<file path="src/rtl/eig_pkg.sv">
// Shared types and constants for the eigenvalue-core host interface.
// Frame sizes, status-byte layout and regime codes live here so both sides agree.
package eig_pkg;

  typedef enum logic [2:0] {
    StRx,
    StLaunch,
    StSettle,
    StWait,
    StTx
  } eig_if_state_t;

  localparam int unsigned IN_BYTES  = 8;
  localparam int unsigned OUT_BYTES = 9;

  localparam int unsigned STAT_ERR_BIT = 7;
  localparam int unsigned STAT_REG_LSB = 0;

  localparam logic [2:0] REG_OVER  = 3'b100;
  localparam logic [2:0] REG_CRIT  = 3'b010;
  localparam logic [2:0] REG_UNDER = 3'b001;

  function automatic logic [7:0] status_byte(input logic err, input logic [2:0] regime);
    logic [7:0] s;
    s = '0;
    s[STAT_ERR_BIT] = err;
    s[STAT_REG_LSB +: 3] = regime;
    return s;
  endfunction

endpackage

</file>
<file path="src/rtl/eig_frame_tx.sv">
// Parallel-load byte serializer for the 9-byte result frame, valid/ready on the output.
// done pulses with the handshake of the last byte.
module eig_frame_tx
  import eig_pkg::*;
(
  input  logic                   clk,
  input  logic                   rst_n,
  input  logic                   ena,
  input  logic                   load,
  input  logic [OUT_BYTES*8-1:0] data,
  output logic [7:0]             out_byte,
  output logic                   out_valid,
  input  logic                   out_ready,
  output logic                   done
);

  localparam int unsigned IdxW = $clog2(OUT_BYTES);

  logic [OUT_BYTES-1:0][7:0] frame_q;
  logic [IdxW-1:0]           idx_q;
  logic                      active_q;
  logic                      fire;
  logic                      last;

  assign out_valid = active_q & ena;
  assign fire      = out_valid & out_ready;
  assign last      = (idx_q == IdxW'(OUT_BYTES - 1));
  assign done      = fire & last;
  assign out_byte  = frame_q[idx_q];

  always_ff @(posedge clk) begin
    if (!rst_n) begin
      frame_q  <= '0;
      idx_q    <= '0;
      active_q <= 1'b0;
    end else if (ena) begin
      if (load) begin
        frame_q  <= data;
        idx_q    <= '0;
        active_q <= 1'b1;
      end else if (fire) begin
        if (last) begin
          idx_q    <= '0;
          active_q <= 1'b0;
        end else begin
          idx_q <= idx_q + 1'b1;
        end
      end
    end
  end

endmodule

</file>
<file path="src/rtl/eig_host_if.sv">
// Host front end: byte-serial frame in -> a0/a1 + launch pulse, then waits for the core
// and streams status, kappa and inv_kappa back as a byte-serial frame.
module eig_host_if
  import eig_pkg::*;
#(
  parameter int unsigned MIN_LAT = 8,
  parameter int unsigned TIMEOUT = 1023
) (
  input  logic               clk,
  input  logic               rst_n,
  input  logic               ena,
  input  logic [7:0]         in_byte,
  input  logic               in_valid,
  output logic               in_ready,
  output logic signed [31:0] a0,
  output logic signed [31:0] a1,
  output logic               data_rdy,
  input  logic               core_busy,
  input  logic signed [31:0] kappa,
  input  logic signed [31:0] inv_kappa,
  input  logic [2:0]         regime,
  output logic [7:0]         out_byte,
  output logic               out_valid,
  input  logic               out_ready,
  output logic               busy,
  output logic               err_timeout
);

  localparam int unsigned CntMax = (MIN_LAT > TIMEOUT) ? MIN_LAT : TIMEOUT;
  localparam int unsigned CntW   = $clog2(CntMax);
  localparam int unsigned RxW    = $clog2(IN_BYTES);

  eig_if_state_t            state_q, state_d;
  logic [CntW-1:0]          cnt_q, cnt_d;
  logic [RxW-1:0]           rx_cnt_q, rx_cnt_d;
  logic [IN_BYTES-1:0][7:0] rx_buf_q, rx_buf_d;
  logic [31:0]              a0_q, a0_d, a1_q, a1_d;
  logic                     err_q, err_d;
  logic                     tx_load;
  logic [OUT_BYTES*8-1:0]   tx_data;
  logic                     tx_done;

  assign a0          = a0_q;
  assign a1          = a1_q;
  assign busy        = (state_q != StRx);
  assign err_timeout = err_q;

  always_comb begin
    state_d  = state_q;
    cnt_d    = cnt_q;
    rx_cnt_d = rx_cnt_q;
    rx_buf_d = rx_buf_q;
    a0_d     = a0_q;
    a1_d     = a1_q;
    err_d    = err_q;
    in_ready = 1'b0;
    data_rdy = 1'b0;
    tx_load  = 1'b0;
    tx_data  = '0;
    unique case (state_q)
      StRx: begin
        // Held off while reset is asserted so nothing is accepted before RX is established.
        in_ready = ena & rst_n;
        if (in_valid && in_ready) begin
          rx_buf_d[rx_cnt_q] = in_byte;
          if (rx_cnt_q == RxW'(IN_BYTES - 1)) begin
            a0_d     = {rx_buf_d[3], rx_buf_d[2], rx_buf_d[1], rx_buf_d[0]};
            a1_d     = {rx_buf_d[7], rx_buf_d[6], rx_buf_d[5], rx_buf_d[4]};
            rx_cnt_d = '0;
            state_d  = StLaunch;
          end else begin
            rx_cnt_d = rx_cnt_q + 1'b1;
          end
        end
      end
      StLaunch: begin
        data_rdy = ena;
        err_d    = 1'b0;
        cnt_d    = '0;
        state_d  = StSettle;
      end
      StSettle: begin
        // core_busy may still be low from the previous run; ignore it here.
        if (cnt_q == CntW'(MIN_LAT - 1)) begin
          cnt_d   = '0;
          state_d = StWait;
        end else begin
          cnt_d = cnt_q + 1'b1;
        end
      end
      StWait: begin
        if (!core_busy) begin
          tx_load = 1'b1;
          tx_data = {inv_kappa, kappa, status_byte(1'b0, regime)};
          state_d = StTx;
        end else if (cnt_q == CntW'(TIMEOUT - 1)) begin
          tx_load = 1'b1;
          tx_data = {64'h0, status_byte(1'b1, regime)};
          err_d   = 1'b1;
          state_d = StTx;
        end else begin
          cnt_d = cnt_q + 1'b1;
        end
      end
      StTx: begin
        if (tx_done) state_d = StRx;
      end
      default: state_d = StRx;
    endcase
  end

  always_ff @(posedge clk) begin
    if (!rst_n) begin
      state_q  <= StRx;
      cnt_q    <= '0;
      rx_cnt_q <= '0;
      rx_buf_q <= '0;
      a0_q     <= '0;
      a1_q     <= '0;
      err_q    <= 1'b0;
    end else if (ena) begin
      state_q  <= state_d;
      cnt_q    <= cnt_d;
      rx_cnt_q <= rx_cnt_d;
      rx_buf_q <= rx_buf_d;
      a0_q     <= a0_d;
      a1_q     <= a1_d;
      err_q    <= err_d;
    end
  end

  eig_frame_tx u_frame_tx (
    .clk       (clk),
    .rst_n     (rst_n),
    .ena       (ena),
    .load      (tx_load),
    .data      (tx_data),
    .out_byte  (out_byte),
    .out_valid (out_valid),
    .out_ready (out_ready),
    .done      (tx_done)
  );

endmodule

</file>
<file path="config.mk">
export PLATFORM = sky130hd
export DESIGN_NAME = eig_host_if
export DESIGN_NICKNAME = d
export VERILOG_FILES = /design/src/rtl/eig_pkg.sv /design/src/rtl/eig_frame_tx.sv /design/src/rtl/eig_host_if.sv
export SDC_FILE = /design/constraint.sdc
export NUM_CORES = 1
export LEC_CHECK = 0
export BUFFER_PORTS_ARGS = -buffer_cell sky130_fd_sc_hd__buf_4
export CAP_MARGIN = 20
export CORE_ASPECT_RATIO = 1.1
export CORE_MARGIN = 4
export CORE_UTILIZATION = 50
export DETAILED_ROUTE_END_ITERATION = 8
export PLACE_DENSITY = 0.75
export SYNTH_ARGS = -nofsm -noshare
export SYNTH_HDL_FRONTEND = slang
export SYNTH_SLANG_ARGS = --single-unit
</file>
<file path="constraint.sdc">
create_clock -name clk -period 1.9 [get_ports clk]
set_input_delay 0.095 -clock clk [delete_from_list [all_inputs] [get_ports clk]]
set_output_delay 0.095 -clock clk [all_outputs]
set_load 0.005 [all_outputs]
</file>
==> flow_metrics.tcl, run 1 <==
set metrics [dict create \
    clock.fmax_ghz 0.4777 \
    critical_path_peak_fanout 6 \
    worstPathCellList "buf_12 -> mux4_2 -> a21oi_2 -> o21ai_1 -> buf_4" \
    post_synth_most_frequent_cells "218 x sky130_fd_sc_hd__dfxtp_1, 138 x sky130_fd_sc_hd__nand2_1, 98 x sky130_fd_sc_hd__nor2_1, 65 x sky130_fd_sc_hd__a21oi_1, 65 x sky130_fd_sc_hd__nand3_1" \
    synth_seq_area_share 0.4771 \
    worst_clock_skew_ns 0.02391 \
    min_period_over_period 1.102 \
    drive_above_1_share 0.2774 \
    finalWirelength_um 27350 \
    syn-instance-count 984 \
    largest_net_degree_at_the_start_of_global_routing 132 \
    synth-seq-cells 218 \
    die_footprint_um2 20530 \
    final_max_tran_viols 0 \
    tritoncts "done" \
    global_route.usage.total 0.2417 \
    clkLatencyLatePin_ns 0.51 \
    total_area_of_multi_input_combinational_cells_um2 4554 \
    grt_pass1_wl_um 40650 \
    cp_slowest_cell "sky130_fd_sc_hd__mux4_2" \
    hold_viol 0 \
    placed_area_um2 10710 \
    area_growth_syn_to_layout_pct 40.65 \
    outcome "complete, but fails checks" \
    cts-htree-levels 1 \
    cts_num_sinks 218 \
    placementRows 51 \
    drc 0 \
    synthTopCellsByArea "sky130_fd_sc_hd__dfxtp_1 48%, sky130_fd_sc_hd__a22o_1 6.1%, sky130_fd_sc_hd__mux2i_1 6.1%" \
    detail-route-antenna-nets 0 \
    die_w_um 137.0 \
    final_util 0.7201 \
    top_cell_type_s_share_of_synthesized_area 0.4771 \
    grt_overflow 0 \
    first_global_vias 8003 \
    fill_cell_count 1247 \
    floorplan.core_area_um2 17870 \
    cts.clk_slew.worst_paths_ns 0.06 \
    worstSetupStartpointType "flop" \
    synth_cell_types 51 \
    vertical_die_dimension_um 149.9 \
    finalWorstPathRequiredPeriod_ns 2.094 \
    holdCritPathClass "input pin to flop" \
    rsz0062_at_grt "true" \
    yosys.area.top_type "sky130_fd_sc_hd__dfxtp_1" \
    most_common_flop_cell_mapped_by_yosys "sky130_fd_sc_hd__dfxtp_1" \
    port-buffer-count 157 \
    seq_area_um2 4378 \
    gp_congestion 0.8041 \
    syn_area_per_cell_um2 9.296 \
    synth_enable_flop_cells 0 \
    critPathMaxStageDelay_ns 0.55 \
    via_count 8528 \
    clockBufferDepth 3 \
    grt_antenna_before_repair 1 \
    detailedRoute.firstIterationViolations 724 \
    worstMarginPinSlew_ns 0.6253 \
    io_pins 158 \
    wire_per_inst_um 18.49 \
    final.setup.tns_ns -1.354 \
    synth_most_common_cell "sky130_fd_sc_hd__dfxtp_1" \
    power_leakage_nw 4.936 \
    post_layout_nonfiller_instances 1479 \
    drt_pass1_iterations 6 \
    crit_arrival_ns 2.00 \
    synth_warnings 0 \
    setup_violations 8 \
    irDropWorstVdd_mv 0.5437 \
    placed_cells_incl_taps 1339 \
    synthesis.nets 1071 \
    power.density_cell_area_nw_per_um2 784.3 \
    dp.final_hpwl_um 14630 \
    slew-limit-headroom 0.5831 \
    crit_required_ns 1.80 \
    synthesized_cell_area_um2 9148 \
    crit_path_kind "flop to output pin" \
    numCtsBuffers 22 \
    routed_via_density 5.766 \
    net_total_in_the_final_layout 1311 \
    setup.worst_path.end_class "output pin" \
    ys_async_rst_share 0 \
    max-cap-violations 0 \
    root_buffer_cell "sky130_fd_sc_hd__clkbuf_16" \
    design_area_um2 12870 \
    finalWorstSetupSlack_ns -0.1936 \
    violations "setup timing" \
    floorplan.initialDensity 0.5120 \
]
## power by group
group,switching [W],total (W),internal [W]
sequential,0.00000397,0.00458,0.00458
clock,0.00181,0.00490,0.00309
combinational,0.000303,0.000609,0.000307
total,0.00212,0.0101,0.00797
## cells by family after synthesis
family	count (synthesis)	share of synthesized area
AND/OR/NAND/NOR	354	0.1764
AO/OA/AOI/OAI	234	0.1909
flip-flops	218	0.4771
buffers and inverters	94	0.04582
multiplexers	72	0.09575
XOR/XNOR	6	0.005745
adder cells (fa/ha/maj)	6	0.008207
## final timing paths
path | start | endpoint | slack, ns | cells past startpoint
hold reg to reg | rx_buf_q[0] | rx_buf_q[0] | 0.45 | 2
setup reg to reg | state_q[0] | a1[30] | 0.05 | 7
hold / removal | rst_n | state_q[0] | 0.07 | 3
setup / recovery | u_frame_tx.idx_q[0] | out_byte[5] | -0.19 | 5
## stage by stage
step	worst slack (ns)	power (W)	hold WS, ns
2_1_floorplan	0.05921	0.004864	0.2205
3_3_place_gp	0.02985	0.005093	0.3044
3_5_place_dp	-0.01466	0.005093	0.3075
4_1_cts	-0.1834	0.01006	0.08154
5_1_grt	-0.2674	0.01034	0.08202
6_report	-0.1936	0.01009	0.07262
## area by class of cell
type	count	share of cell area
sequential	218	0.3403
clock inverter	9	0.01439
timing repair buffer	301	0.2143
clock buffer	31	0.05086
antenna	1	0.0001945
inverter	9	0.002820
tap	238	0.02315
multi-input combinational	672	0.3540
## critical path, delay by kind of cell (launching register included)
family | cells | cell delay [ns]
muxes | 1 | 0.55
DFF | 1 | 0.40
AOI/OAI and AO/OA | 2 | 0.24
buffers and inverters | 2 | 0.29
## registers in the layout, indices dropped and copies added, names as in the netlist
signal	flops
rx_buf_q	64
rx_cnt_q	3
a0	32
u_frame_tx.frame_q	68
a1	32
state_q	3
cnt_q	10
err_timeout	1
u_frame_tx.active_q	1
u_frame_tx.idx_q	4
## cells in the final DEF (no fill, tap or decap), types with 14 or more instances in the layout
cell | synthesis | final
sky130_fd_sc_hd__dfxtp_1 | 218 | 209
sky130_fd_sc_hd__buf_4 | 6 | 199
sky130_fd_sc_hd__nand2_1 | 138 | 131
sky130_fd_sc_hd__nor2_1 | 98 | 98
sky130_fd_sc_hd__dlygate4sd3_1 | 0 | 77
sky130_fd_sc_hd__a22o_1 | 64 | 64
sky130_fd_sc_hd__nand3_1 | 65 | 64
sky130_fd_sc_hd__a21oi_1 | 65 | 61
sky130_fd_sc_hd__mux2i_1 | 56 | 56
sky130_fd_sc_hd__a211oi_1 | 40 | 34
sky130_fd_sc_hd__clkbuf_16 | 0 | 30
sky130_fd_sc_hd__o21ai_0 | 22 | 14
sky130_fd_sc_hd__a311oi_2 | 14 | 14
## per-layer routing
layer | share of wire | track usage | wire length (um)
met5 | 0 | 0 | 0
met4 | 0.024 | 0.07535 | 650
met3 | 0.075 | 0.04001 | 2050
met2 | 0.50 | 0.4124 | 13790
met1 | 0.40 | 0.3126 | 10870
## timing repair
| item | CTS | global route |
|---|---|---|
| pin swaps | 5 | 7 |
| hold endpoints to repair | 135 | 0 |
| cloned | 3 | 8 |
| gates resized for setup | 21 | 41 |
| hold buffers | 77 | 0 |
| setup endpoints to repair | 17 | 199 |
| buffers inserted | 1 | 11 |
Note: power is estimated with default switching activity, not from simulation.
==> inputs of run 2 (changes only) <==
Settings changed: CORE_UTILIZATION 50 to 51, PLACE_DENSITY 0.75 to 0.77, REMOVE_ABC_BUFFERS set to 1.
==> run 2 against run 1 <==
  * The run still ends with setup timing left
  * Largest cell class unchanged
  * Final area rose by 2.7%
  * Count of clock-buffer cells in the layout shrank 3
  * First-iteration DRC count decreased by 2.1%
  * Core utilization rose by 2.8 points
  * Critical endpoint is now a0[2]
  * Power hardly changed
  * Sequential cell count unchanged
  * Maximum frequency fell by 0.73%
==> flow_metrics.tcl, run 2 (same netlist as run 1, synthesis figures left out) <==
set metrics [dict create \
    min_period_over_period 1.110 \
    routed_via_density 5.875 \
    die_footprint_um2 20150 \
    vertical_die_dimension_um 148.5 \
    outcome "complete, but fails checks" \
    clock.fmax_ghz 0.4742 \
    numCtsBuffers 23 \
    hold_viol 0 \
    net-switching-power_w 0.002128 \
    fill_cell_count 1121 \
    crit_required_ns 2.29 \
    cts-htree-levels 1 \
    global_route.usage.total 0.2411 \
    clkPwrFrac 0.484 \
    largest_net_degree_at_the_start_of_global_routing 133 \
    drt_pass1_iterations 5 \
    grt_antenna_before_repair 0 \
    max-cap-violations 0 \
    layout.cells.most_common "sky130_fd_sc_hd__dfxtp_1" \
    finalWorstSetupSlack_ns -0.2090 \
    comb_power_share 0.061 \
    detailedRoute.firstIterationViolations 709 \
    detail-route-antenna-nets 0 \
    sequential_share_of_power 0.454 \
    power.density_cell_area_nw_per_um2 763.1 \
    io_pins 158 \
    worstReg2RegStart "state_q[0]" \
    floorplan.initialDensity 0.5175 \
    drc 0 \
    finalWirelength_um 29140 \
    worst_clock_skew_ns 0.009030 \
    die_w_um 135.7 \
    finalWorstPathRequiredPeriod_ns 2.109 \
    mostFrequentLayoutCells "212 x sky130_fd_sc_hd__dfxtp_1, 201 x sky130_fd_sc_hd__buf_4, 132 x sky130_fd_sc_hd__nand2_1" \
    drive_above_1_share 0.3070 \
    cts_num_sinks 218 \
    root_buffer_cell "sky130_fd_sc_hd__clkbuf_16" \
    grt_overflow 0 \
    wire_per_inst_um 19.53 \
    largest-register "u_frame_tx.frame_q" \
    antenna_cells_inserted 0 \
    crit_arrival_ns 2.50 \
    final_max_tran_viols 0 \
    setup_violations 34 \
    grt_pass1_wl_um 40280 \
    gp_congestion 0.8551 \
    placed_cells_incl_taps 1339 \
    critical_path_peak_fanout 17 \
    intPower_w 0.007959 \
    crit_path_kind "flop to flop" \
    largest_register_ffs 68 \
    design_area_um2 13220 \
    net_total_in_the_final_layout 1326 \
    reg.largest.list "u_frame_tx.frame_q (68), rx_buf_q (64)" \
    tritoncts "done" \
    clkLatencyLatePin_ns 0.49 \
    slew-limit-headroom 0.5657 \
    rsz0062_at_grt "true" \
    worstSetupStartpointType "flop" \
    via_count 8766 \
    placementRows 51 \
    power_leakage_nw 5.099 \
    post_layout_nonfiller_instances 1492 \
    area_growth_syn_to_layout_pct 44.51 \
    placed_area_um2 10740 \
    dp.final_hpwl_um 14520 \
    port-buffer-count 157 \
    holdCritPathClass "input pin to flop" \
    clockBufferDepth 3 \
    first_global_vias 8068 \
    hp-start "rst_n" \
    netSwitchingFraction 0.2109 \
    worstSetupStartpoint "state_q[0]" \
    irDropWorstVdd_mv 0.6480 \
    violations "setup timing" \
    worstMarginPinSlew_ns 0.6515 \
    cts.clk_slew.worst_paths_ns 0.06 \
    setup.worst_path.end_class "flop" \
    floorplan.core_area_um2 17680 \
]
## run 2: worst max-delay path: stages (launching register included)
cell and delay [ns]:
sky130_fd_sc_hd__dfxtp_2 0.32, sky130_fd_sc_hd__or3b_4 0.42, sky130_fd_sc_hd__nor3_4 0.29, sky130_fd_sc_hd__and2_4 0.23, sky130_fd_sc_hd__buf_8 0.14, sky130_fd_sc_hd__buf_4 0.12
sky130_fd_sc_hd__clkbuf_16 0.18, sky130_fd_sc_hd__nor2_1 0.07, sky130_fd_sc_hd__a211oi_1 0.23
## run 2: power by group through the flow
stage               Combinational [W]  Clock, W  Sequential [W]
finish                       0.000620   0.00489         0.00458
floorplan                    0.000128         0         0.00469
global route                 0.000648   0.00512         0.00458
detailed placement           0.000403         0         0.00468
CTS                          0.000531   0.00491         0.00458
global placement             0.000402         0         0.00468
## run 2: path summary, 6_finish.rpt
| kind | endpoint | slack, ns | depth (start not counted) |
|---|---|---|---|
| hold / removal | state_q[0] | 0.09 | 3 |
| hold reg to reg | rx_buf_q[4] | 0.45 | 2 |
| setup / recovery | a0[2] | -0.21 | 8 |
| setup reg to reg | a0[2] | -0.21 | 8 |
## run 2: metrics by stage
step	power (W)	setup slack [ns]	hold WS, ns	util	TNS (ns)
2_1_floorplan	0.004815	-3.218	0.2062	-	-471.72
3_3_place_gp	0.005086	0.06158	0.3040	0.6078	0
3_5_place_dp	0.005087	0.01782	0.3078	0.6078	0
4_1_cts	0.01003	-0.1757	0.07781	0.7040	-1.184
5_1_grt	0.01035	-0.2487	0.08192	0.7479	-6.446
6_report	0.01009	-0.2090	0.08979	0.7479	-2.053
## run 2: repair_timing
| action | in CTS | in global routing |
|---|---|---|
| hold endpoints to repair | 136 | 0 |
| buffers inserted | 3 | 17 |
| cloned | 2 | 14 |
| setup endpoints to repair | 14 | 158 |
| resized for setup | 16 | 86 |
| hold buffers | 77 | 0 |
| pin swaps | 0 | 40 |
## run 2: layer usage
layer | GRT usage | share of wire | up-vias
li1 | - | - | 4076
met1 | 0.2983 | 0.39 | 4221
met2 | 0.4308 | 0.51 | 384
met3 | 0.04127 | 0.067 | 85
met4 | 0.06905 | 0.038 | 0
met5 | 0 | 0 | -
## run 2: layout make-up
class                           instances  area [um^2]  share of cell area
Clock buffer                           28        604.3             0.04572
Timing Repair Buffer                  314         2982              0.2256
Clock inverter                         12        215.2             0.01628
Multi-Input combinational cell        673         4710              0.3563
Tap cell                              238        297.8             0.02253
Sequential cell                       218         4374              0.3309
Inverter                                9        36.28            0.002745
